==> src/rtl/muldiv_pkg.sv <==
// Shared definitions for the iterative multiply/divide unit: op codes that
// match the ALU control encoding, the FSM state type and the iteration count.
package muldiv_pkg;

    localparam logic [3:0] OP_MULT  = 4'b0000;
    localparam logic [3:0] OP_MULTU = 4'b1001;
    localparam logic [3:0] OP_DIV   = 4'b1101;
    localparam logic [3:0] OP_DIVU  = 4'b1100;

    localparam int ITERATIONS = 32;

    typedef enum logic [1:0] {
        IDLE = 2'd0,
        RUN  = 2'd1,
        FIX  = 2'd2
    } md_state_t;

    // True for the four codes this unit executes; everything else is ALU work.
    function automatic logic op_valid(input logic [3:0] op);
        return (op == OP_MULT) || (op == OP_MULTU) ||
               (op == OP_DIV)  || (op == OP_DIVU);
    endfunction

endpackage

==> src/rtl/muldiv_unit.sv <==
// Iterative MULT/MULTU/DIV/DIVU with architectural HI/LO. One shared 64-bit
// shift register and one 33-bit add/subtract serve both shift-add multiply
// and restoring divide; signs are stripped at launch and restored in FIX.
module muldiv_unit
    import muldiv_pkg::*;
#(
    parameter int WIDTH = 32
) (
    input  logic             clk,
    input  logic             rst_n,
    input  logic             start,
    input  logic [3:0]       op,
    input  logic [WIDTH-1:0] op1,
    input  logic [WIDTH-1:0] op2,
    input  logic             mthi,
    input  logic             mtlo,
    input  logic [WIDTH-1:0] wdata,
    output logic             busy,
    output logic             done,
    output logic [WIDTH-1:0] hi,
    output logic [WIDTH-1:0] lo
);

    md_state_t          state;
    logic [4:0]         cnt;
    logic [2*WIDTH-1:0] acc;      // mul: {partial hi, multiplier}; div: {rem, dividend/quotient}
    logic [WIDTH-1:0]   opnd;     // multiplicand or divisor magnitude
    logic               is_mul;
    logic               res_neg;
    logic               rem_neg;
    logic               div0;

    logic               signed_op;
    logic               mul_op;
    logic               accept;
    logic [WIDTH-1:0]   mag1;
    logic [WIDTH-1:0]   mag2;
    logic [WIDTH:0]     alu_a;
    logic [WIDTH:0]     alu_b;
    logic [WIDTH:0]     alu_sum;
    logic [2*WIDTH-1:0] acc_step;
    logic [2*WIDTH-1:0] prod_fix;
    logic [WIDTH-1:0]   quo_fix;
    logic [WIDTH-1:0]   rem_fix;

    assign busy = (state != IDLE);

    // Launch decode and operand magnitudes.
    always_comb begin
        signed_op = (op == OP_MULT) || (op == OP_DIV);
        mul_op    = (op == OP_MULT) || (op == OP_MULTU);
        accept    = (state == IDLE) && start && op_valid(op);
        mag1      = (signed_op && op1[WIDTH-1]) ? (~op1 + 1'b1) : op1;
        mag2      = (signed_op && op2[WIDTH-1]) ? (~op2 + 1'b1) : op2;
    end

    // One iteration: add the multiplicand on a set multiplier bit, or trial
    // subtract the divisor from the shifted remainder.
    always_comb begin
        alu_a    = is_mul ? {1'b0, acc[2*WIDTH-1:WIDTH]} : acc[2*WIDTH-1:WIDTH-1];
        alu_b    = {1'b0, opnd};
        alu_sum  = is_mul ? (alu_a + alu_b) : (alu_a - alu_b);
        acc_step = acc;
        if (is_mul) begin
            acc_step = acc[0] ? {alu_sum, acc[WIDTH-1:1]} : {1'b0, acc[2*WIDTH-1:1]};
        end else begin
            acc_step = !alu_sum[WIDTH] ? {alu_sum[WIDTH-1:0], acc[WIDTH-2:0], 1'b1}
                                       : {acc[2*WIDTH-2:0], 1'b0};
        end
    end

    // Sign restoration applied in FIX. A zero divisor leaves the remainder
    // equal to the dividend, so only the quotient needs overriding.
    always_comb begin
        prod_fix = res_neg ? (~acc + 1'b1) : acc;
        quo_fix  = div0 ? '1 : (res_neg ? (~acc[WIDTH-1:0] + 1'b1) : acc[WIDTH-1:0]);
        rem_fix  = rem_neg ? (~acc[2*WIDTH-1:WIDTH] + 1'b1) : acc[2*WIDTH-1:WIDTH];
    end

    // Control FSM, iteration datapath and HI/LO registers.
    always_ff @(posedge clk or negedge rst_n) begin
        if (!rst_n) begin
            state   <= IDLE;
            cnt     <= '0;
            acc     <= '0;
            opnd    <= '0;
            is_mul  <= 1'b0;
            res_neg <= 1'b0;
            rem_neg <= 1'b0;
            div0    <= 1'b0;
            done    <= 1'b0;
            hi      <= '0;
            lo      <= '0;
        end else begin
            done <= 1'b0;
            case (state)
                IDLE: begin
                    if (accept) begin
                        state   <= RUN;
                        cnt     <= 5'(ITERATIONS - 1);
                        acc     <= {{WIDTH{1'b0}}, mag1};
                        opnd    <= mag2;
                        is_mul  <= mul_op;
                        res_neg <= signed_op && (op1[WIDTH-1] ^ op2[WIDTH-1]);
                        rem_neg <= signed_op && op1[WIDTH-1];
                        div0    <= !mul_op && (op2 == '0);
                    end else if (!start) begin
                        if (mthi) hi <= wdata;
                        if (mtlo) lo <= wdata;
                    end
                end
                RUN: begin
                    acc <= acc_step;
                    cnt <= cnt - 5'd1;
                    if (cnt == 5'd0) state <= FIX;
                end
                FIX: begin
                    if (is_mul) begin
                        hi <= prod_fix[2*WIDTH-1:WIDTH];
                        lo <= prod_fix[WIDTH-1:0];
                    end else begin
                        hi <= rem_fix;
                        lo <= quo_fix;
                    end
                    done  <= 1'b1;
                    state <= IDLE;
                end
                default: state <= IDLE;
            endcase
        end
    end

endmodule

==> config.mk <==
export PLATFORM = sky130hd
export DESIGN_NAME = muldiv_unit
export DESIGN_NICKNAME = d
export VERILOG_FILES = /design/src/rtl/muldiv_pkg.sv /design/src/rtl/muldiv_unit.sv
export SDC_FILE = /design/constraint.sdc
export NUM_CORES = 1
export LEC_CHECK = 0
export CORE_MARGIN = 2
export CORE_UTILIZATION = 51
export CTS_CLUSTER_DIAMETER = 200
export DETAILED_ROUTE_END_ITERATION = 12
export GPL_TIMING_DRIVEN = 1
export PLACE_DENSITY = 0.78
export SLEW_MARGIN = 20
export SYNTH_ARGS = -nofsm -noshare
export SYNTH_HDL_FRONTEND = slang
export SYNTH_SLANG_ARGS = --single-unit
==> constraint.sdc <==
create_clock -name clk -period 4.6 [get_ports clk]
set_clock_uncertainty 0.05 [all_clocks]
set_input_delay 0.69 -clock clk [delete_from_list [all_inputs] [get_ports clk]]
set_output_delay 0.69 -clock clk [all_outputs]
set_load 0.1 [all_outputs]
==> results.toml <==
[outcome]
outcome = "complete, no violations"

[synth]
synth_nets = 1869
synth_cell_type_count = 72
ys_seq_area_share_pct = 30.9
synthArstFlopShare_pct = 100
syn_inst = 1724
syn_area_um2 = 13900
synth-main-ff-cell = "dfrtp_1"
ys_warn_count = 0
avgSynthCellArea_um2 = 8.08
synth_edf_count = 0
ys_seq_elements = 172

[clock_tree]
clock_latency_ps = 440
ctsHoldBuffers = 0
htreeDepth = 4
cts.sinks = 172
cts_root_buf = "clkbuf_16"
numCtsBuffers = 17
cts_buffer_depth = 2
clk_pin_slew_ps = 70
cts_tree = "yes"

[sta]
maxSlewViolCount = 0
fin_tns_setup_ps = 0
period_share_pct = 93.0
final.setup.worst_slack_ps = 322
max_clock_freq_ghz = 0.234
max_slew_margin_pct = 31.1
tightest_slew_ps = 1030
period_minus_slack_ps = 4280
setup_viol = 0
hold_viol = 0
hold_ws_ps = 288
rsz0062_at_grt = "no"

[die]
die_h_um = 169
num_rows = 60
die_area_um2 = 28600
die_w_um = 169
core_um2 = 26900
start_util_pct = 51.8
boundaryPins = 171

[routing]
ant_nets = 0
avgRoutedWirePerCell_um = 20.1
first_pass_iters = 5
drc = 0
initialDrtViolationCount = 1391
num_vias = 13600
vias_per_cell = 6.29
totalWireLength_mm = 43.5

[critical_path]
cp.required_ps = 4830
startpoint = "opnd[2]"
path_max_fanout = 9
crit_path_end_kind = "register"
r2r-start = "opnd[2]"
worstPathArrival_ps = 4510
worst_setup_path_start_kind = "register"
critPathKind = "reg2reg"

[layout]
nNetsFinal = 1949
drive_gt1_share_pct = 6.99
layout_common_cells = "o21ai_0, nand2_1, dfrtp_1"
final_common_cell = "o21ai_0"
diodes = 0
syn2layout_area_growth_pct = 18.1

[job]
maxCapViolations = 0

[global_routing]
overflow = 0
antenna_found_initial = 0
grt_usage_pct = 30.1
first_global_vias = 12600
grt_pass1_wl_mm = 68.6
grt_max_degree = 97

[place]
io_buffers = 170
gp_congestion = 0.936
hpwl_mm = 32.3
pre_cts_ws_ps = 133

[worst_hold_path]
holdCritPathClass = "in2async"
==> critical path: stages (launching register included) <==
cell,delay (ps)
dfrtp_1,460
nor3_4,240
nand2_1,120
nor4_2,200
nand3b_1,140
nor2_1,210
buf_4,170
a21oi_1,70
xor2_1,180
ha_1,450
nand2_1,110
o21ai_0,280
a2111oi_0,120
buf_4,170
a21oi_1,280
a21boi_0,220
a21o_1,220
a222oi_1,300
o21ai_0,130
==> synthesized netlist by cell type (all sizes together) (25+ instances only) <==
cell type	number	area (um^2)
nor3	40	205
o21ai	210	1050
ha	39	488
nand2	203	762
o211ai	27	203
a21oi	125	629
xnor2	85	744
dfrtp	172	4300
o22ai	32	200
nor2	83	312
mux2i	78	781
clkbuf	124	467
mux2	31	349
inv	35	131
xor2	92	806
nand3	29	145
nor4	25	156
==> worst paths after layout <==
| check | cells past startpoint | end | slack [ps] |
|---|---|---|---|
| max reg2reg | 18 | acc[58] | 320 |
| min in group clk | 2 | lo[10] | 430 |
| max | 18 | acc[58] | 320 |
| min | 1 | cnt[2] | 290 |
| max in group asynchronous | 2 | hi[3] | 3240 |
| min reg2reg | 2 | lo[10] | 430 |
==> logic make-up (layout without fill, tap and decap cells) <==
group | Yosys count | after routing | share of synthesized area [%]
buffers and inverters | 177 | 270 | 4.91
XOR/XNOR | 177 | 177 | 11.1
flip-flops | 172 | 172 | 30.9
multiplexers | 109 | 109 | 8.11
AO/OA/AOI/OAI | 545 | 545 | 23.7
adder cells (fa/ha/maj) | 40 | 40 | 3.65
AND/OR/NAND/NOR | 504 | 504 | 17.6
==> metrics by stage <==
stage	area, um^2	std cells	utilization, %
3_5_place_dp	15800	2124	58.8
5_1_grt	16400	2158	61.2
2_1_floorplan	13900	1724	-
3_3_place_gp	15800	2124	58.8
6_report	16400	2158	61.2
4_1_cts	16400	2156	61.0
==> flip-flops by register name, summed over array words and instances (netlist names) <==
| signal | flops |
|---|---|
| hi | 32 |
| lo | 32 |
| state | 2 |
| opnd | 32 |
| is_mul | 1 |
| div0 | 1 |
| done | 1 |
| cnt | 5 |
| acc | 64 |
| res_neg | 1 |
| rem_neg | 1 |
==> layer usage <==
layer / vias up / share of wire, % / global-route usage [%]
met5: - / 0 / 0
met4: 0 / 2.9 / 10.2
met3: 75 / 7.7 / 3.66
met2: 621 / 44 / 46.4
met1: 6439 / 45 / 43.7
li1: 6441 / - / -
==> what timing repair did <==
item,in CTS,in global routing
hold endpoints to repair,0,0
gates resized for setup,0,11
endpoints found under the setup margin,0,32
buffers inserted,0,2
==> final cells by class <==
class / count / area (um^2)
Clock inverter: 14 / 156
Inverter: 35 / 131
Multi-Input combinational cell: 1375 / 9010
Timing Repair Buffer: 203 / 1990
Sequential cell: 172 / 4310
Tap cell: 341 / 427
Clock buffer: 18 / 429
Fill cell: 2377 / 10400
Power is left out: the tool's default activity adds up to more than one toggle a clock period on the data nets, which glitch-free logic cannot reach.
==> edit 1: new RTL, same settings <==
Change the parameter `WIDTH` from 32 to 48.
--- a/src/rtl/muldiv_unit.sv
+++ b/src/rtl/muldiv_unit.sv
@@ -6,3 +6,3 @@
 #(
-    parameter int WIDTH = 32
+    parameter int WIDTH = 48
 ) (
Ports: changed (5 resized); port bits go from 171 to 251. No check against the original RTL was run, so the function may have changed too.
==> edit 1 against the unedited design <==
The run now ends with setup timing left. Utilization rose by 5.9 points. Synthesized area rose by 51%. Design area rose by 66%. Cell count rose by 66%. Synthesized cell count rose by 54%. Worst setup slack got worse by 850 ps. Sequential cell count rose by 80. First-iteration DRC count rose by 67%. Worst hold slack got worse by 130 ps. Routed wire length rose by 92%. Critical endpoint is now acc[65].
Power is left out: the tool's default activity adds up to more than one toggle a clock period on the data nets, which glitch-free logic cannot reach.
==> edit 1: results (changes against the unedited design) <==
## Clocking
- H-Tree Depth: 1, -3
- buffers inserted by post-CTS timing repair: 24, +24
- clock edge transition at the registers on the reported setup and hold paths: 70 ps, about the same
- buffer cell driving the clock tree root: clkbuf_16
- clock latency reported for the late side of the worst-skew pair: 600 ps, +160 ps
- clock buffers created by TritonCTS: 29, +12
- maximum clock insertion buffer count: 3, +1
- PostCTS Resize Cnt: 66, +66

## Finish
- register ranked first by flip-flop count: acc
- ratio of cells with drive above 1 in the final layout: 0.174, +0.104
- final layout net count: 3,241, +66%
- flip-flop count of the largest register, all copies and words added: 96, +50%
- final standard cell count with taps included and fillers excluded: 3,585, +66%
- Antenna diodes: 0, unchanged

## Synth
- cell types with the largest area share after synthesis: dfrtp_1, o21ai_0, xor2_1
- sequential share of the synthesized area: 0.300, -0.00942
- Commonest cells post-synth: nand2_1, o21ai_0, dfrtp_1
- Post-Syn Nets: 2,857, +53%
- number of library cell types mapped by synthesis: 82, +14%
- Async S/R FF share, synth: 1.00, unchanged
- Syn. warnings: 0, unchanged
- mean instance size in the synthesized netlist: 7.95 um^2, -1.6%

## Worst setup path
- Slowest cell on crit path: or4_4
- largest incremental delay on the critical path: 590 ps, +130 ps
- cell family with the largest share of critical-path delay: simple AND/OR/NAND/NOR gates
- largest fanout on the critical path: 7, -2
- Worst Reg2Reg Path Length in Cells: 23, +5

## Placed design
- Post-Place Cells: 3,497, +65%
- post-placement setup slack: -536 ps, -670 ps
- final RePlAce weighted congestion: 1.02, +8.5%
- HPWL after detailed placement: 64.2 mm, +99%
- Placed Area: 0.0256 mm^2, +62%
- PortBufs: 250, +47%

## Hold path
- Hold Path Class: primary input to async pin

## Global routing
- number of global-route vias before repair: 21,500, +71%
- maximum number of pins on one net before global-route repair: 127, +31%
- antenna violations before repair: 1, +1
- Total GRT Usage: 0.372, +0.0719
- wire length of the first global-routing pass: 127 mm, +85%

## Routing
- final WL: 83.4 mm, +92%
- initial DRC count: 2,326, +67%
- via total after detailed routing: 22,700, +67%
- first-pass iteration count of the detailed router: 6, +1

## STA
- Final setup viols: 49, +49
- total negative slack: -20,880 ps, -20,880 ps
- worst slew slack as a fraction of its limit: 0.226, -0.0854
- smallest setup slack after layout: -524 ps, -846 ps

## Run status
- result of the run: complete, but fails checks
- violations in the final reports: setup timing

[edit 1: changes by cell type after synthesis, sizes merged, moves of 24 or more]
cell | unedited run | this run
a21oi | 125 | 186
clkbuf | 124 | 180
dfrtp | 172 | 252
mux2i | 78 | 107
nand2 | 203 | 314
nor2 | 83 | 172
nor3 | 40 | 66
o21ai | 210 | 322
or3 | 23 | 47
xnor2 | 85 | 128
xor2 | 92 | 145
[edit 1: cell type report]
cell class / instances / area, um^2
Tap cell: 532 / 666
Sequential cell: 252 / 6310
Timing Repair Buffer: 561 / 5030
Clock buffer: 38 / 810
Inverter: 37 / 139
Clock inverter: 14 / 129
Fill cell: 3401 / 13400
Multi-Input combinational cell: 2151 / 14200
[edit 1: cells by family after synthesis]
kind of cell | Yosys count | synth area share
AO/OA/AOI/OAI | 831 | 0.238
XOR/XNOR | 273 | 0.114
adder cells (fa/ha/maj) | 56 | 0.0336
buffers and inverters | 245 | 0.0457
flip-flops | 252 | 0.300
multiplexers | 161 | 0.0798
AND/OR/NAND/NOR | 830 | 0.189
[edit 1: worst paths after layout]
path                       slack (ps)       to  startpoint
min in group clk                  430    lo[2]       lo[2]
hold / removal                    160  acc[28]       rst_n
hold reg to reg                   430    lo[2]       lo[2]
setup reg to reg                 -520  acc[65]    opnd[22]
max in group asynchronous        3240   lo[16]       rst_n
setup / recovery                 -520  acc[65]    opnd[22]
[edit 1: routing by layer]
| layer | share of wire | up-vias | global-route usage |
|---|---|---|---|
| met3 | 0.099 | 200 | 0.0740 |
| met4 | 0.047 | 0 | 0.143 |
| met1 | 0.40 | 10900 | 0.505 |
| met2 | 0.45 | 1263 | 0.588 |
| met5 | 0 | - | 0 |
| li1 | - | 10400 | - |
==> edit 2: new RTL, same settings <==
Without the edit above. Reset style: synchronous (`rst_n`), changed in one clocked block.
--- a/src/rtl/muldiv_unit.sv
+++ b/src/rtl/muldiv_unit.sv
@@ -80,3 +80,3 @@
     // Control FSM, iteration datapath and HI/LO registers.
-    always_ff @(posedge clk or negedge rst_n) begin
+    always_ff @(posedge clk) begin
         if (!rst_n) begin
Formal check against the unedited RTL: differs if rst_n is asserted again (counterexample within 4 cycles, from zero or initial values and one cycle with rst_n low); with rst_n held inactive, the same outputs for 4 cycles.
==> edit 2 against the unedited design <==
Sequential cell count unchanged. Design area rose by 0.89%. Fmax is 3.1% lower. Count of clock-buffer cells in the layout fell by 1. Synthesized area increased by 0.38%. Synthesized cell count up 7.9%. Routed wire length rose by 8.1%. Worst setup slack worse by 140 ps. Sequential share of layout area fell by 5.4 points. Die area grew 0.37%.
Power is left out: it rests on default switching activity, and per cell area and clock period it moved more than threefold.
==> edit 2: results (changes against the unedited design) <==
## Run status
- result of the run: finished, final reports clean

## Routing
- via total after detailed routing: 14,800, +9.2%
- first-pass iteration count of the detailed router: 6, +1
- final WL: 47.0 mm, +8.1%
- initial DRC count: 1,981, +42%

## Synth
- Commonest cells post-synth: nand2_1, dfxtp_1, a21oi_1
- number of library cell types mapped by synthesis: 81, +13%
- adder and majority cell fraction of the synthesized area: 0.0363, -0.000137
- Post-Syn Nets: 2,005, +7.3%
- compound-cell area share of the yosys netlist: 0.279, +0.0423
- xor-xnor portion of the synthesized cell area: 0.108, -0.00292
- cell types with the largest area share after synthesis: dfxtp_1, xor2_1, a21oi_1
- post-synthesis mux area share: 0.0642, -0.0170
- sequential share of the synthesized area: 0.246, -0.0627
- Main synth FF type: dfxtp_1

## Finish
- final standard cell count with taps included and fillers excluded: 2,293, +6.3%
- final layout net count: 2,084, +6.9%
- final-layout fill cell count: 2,384, +0.29%
- ratio of cells with drive above 1 in the final layout: 0.0753, +0.00541
- flip-flop count of the largest register, all copies and words added: 64, unchanged

## STA
- pin slew with the least headroom to its limit: 1160 ps, +131 ps

## Worst setup path
- largest fanout on the critical path: 6, -3
- Critical Path AT: 4680 ps, +170 ps

## Placed design
- final RePlAce weighted congestion: 0.950, +1.5%
- post-placement setup slack: 107 ps, -26.2 ps
- HPWL after detailed placement: 35.0 mm, +8.4%

## Global routing
- number of global-route vias before repair: 13,400, +6.6%
- maximum number of pins on one net before global-route repair: 67, -31%
- wire length of the first global-routing pass: 73.0 mm, +6.3%
- Total GRT Usage: 0.317, +0.0168

## Hold path
- Hold Path Class: flip-flop to flip-flop

edit 2: cell types whose count changed after synthesis, moves of 39 or more:
cell     unedited run  this run
o21ai_0           208       111
a21oi_1           124       163
dfxtp_1             0       172
nand3_1            29        76
nor2_1             83       139
dfrtp_1           172         0
edit 2: kinds of logic (layout without fill, tap and decap cells):
| group | Yosys count | count (layout) |
|---|---|---|
| adders and majority gates | 40 | 40 |
| AOI/OAI and AO/OA | 582 | 582 |
| buffers and inverters | 194 | 286 |
| and+or+nand+nor | 614 | 614 |
| DFF | 172 | 172 |
| xor gates and xnor gates | 173 | 173 |
| muxes | 85 | 85 |
edit 2: worst max-delay path, stage by stage, from the launching register on:
cell       delay, ps
dfxtp_1          380
or4_1            510
nor2_1           150
nand4b_1         160
or2_2            360
nor2_2           180
a21oi_1          100
xor2_1           160
ha_1             390
nand4_1          210
nor2_1           240
nand3_1          150
o22a_1           290
a31oi_4          200
buf_4            180
nor3_1            90
a2111oi_2        400
nor2_1            90
edit 2: area by class of cell:
cell class,instances,area (um^2),area share
multi-input cells,1494,9860,0.594
well taps,341,427,0.0257
inverters,37,139,0.00837
repair buffers,217,2080,0.126
clock inverters,15,214,0.0129
flip-flops and latches,172,3450,0.208
clock buffers,17,425,0.0256
edit 2: worst paths after layout:
check / cells after the start / start / end / slack [ps]
min: 2 / lo[31] / lo[31] / 420
max: 17 / opnd[7] / acc[62] / 180
max reg2reg: 17 / opnd[7] / acc[62] / 180
min reg2reg: 2 / lo[31] / lo[31] / 420
edit 2: through the flow:
| stage | hold slack (ps) | instance area (um^2) | setup TNS (ps) |
|---|---|---|---|
| finish | 418 | 16600 | 0 |
| global route | 443 | 16600 | -104 |
| CTS | 418 | 16500 | 0 |
| detailed placement | 407 | 15900 | 0 |
| global placement | 395 | 15900 | 0 |
| floorplan | 417 | 14000 | 0 |
edit 2: routing by layer:
layer  vias to the layer above  GRT usage  part of all wire
met5                         -          0                 0
met4                         0     0.0985             0.028
met3                        87     0.0681             0.097
met2                       734      0.483              0.43
met1                      7003      0.448              0.44
li1                       6995          -                 -
edit 2: repair_timing:
item                       CTS  global route
resized for setup            0            10
setup buffers                0             2
setup endpoints to repair    0            31
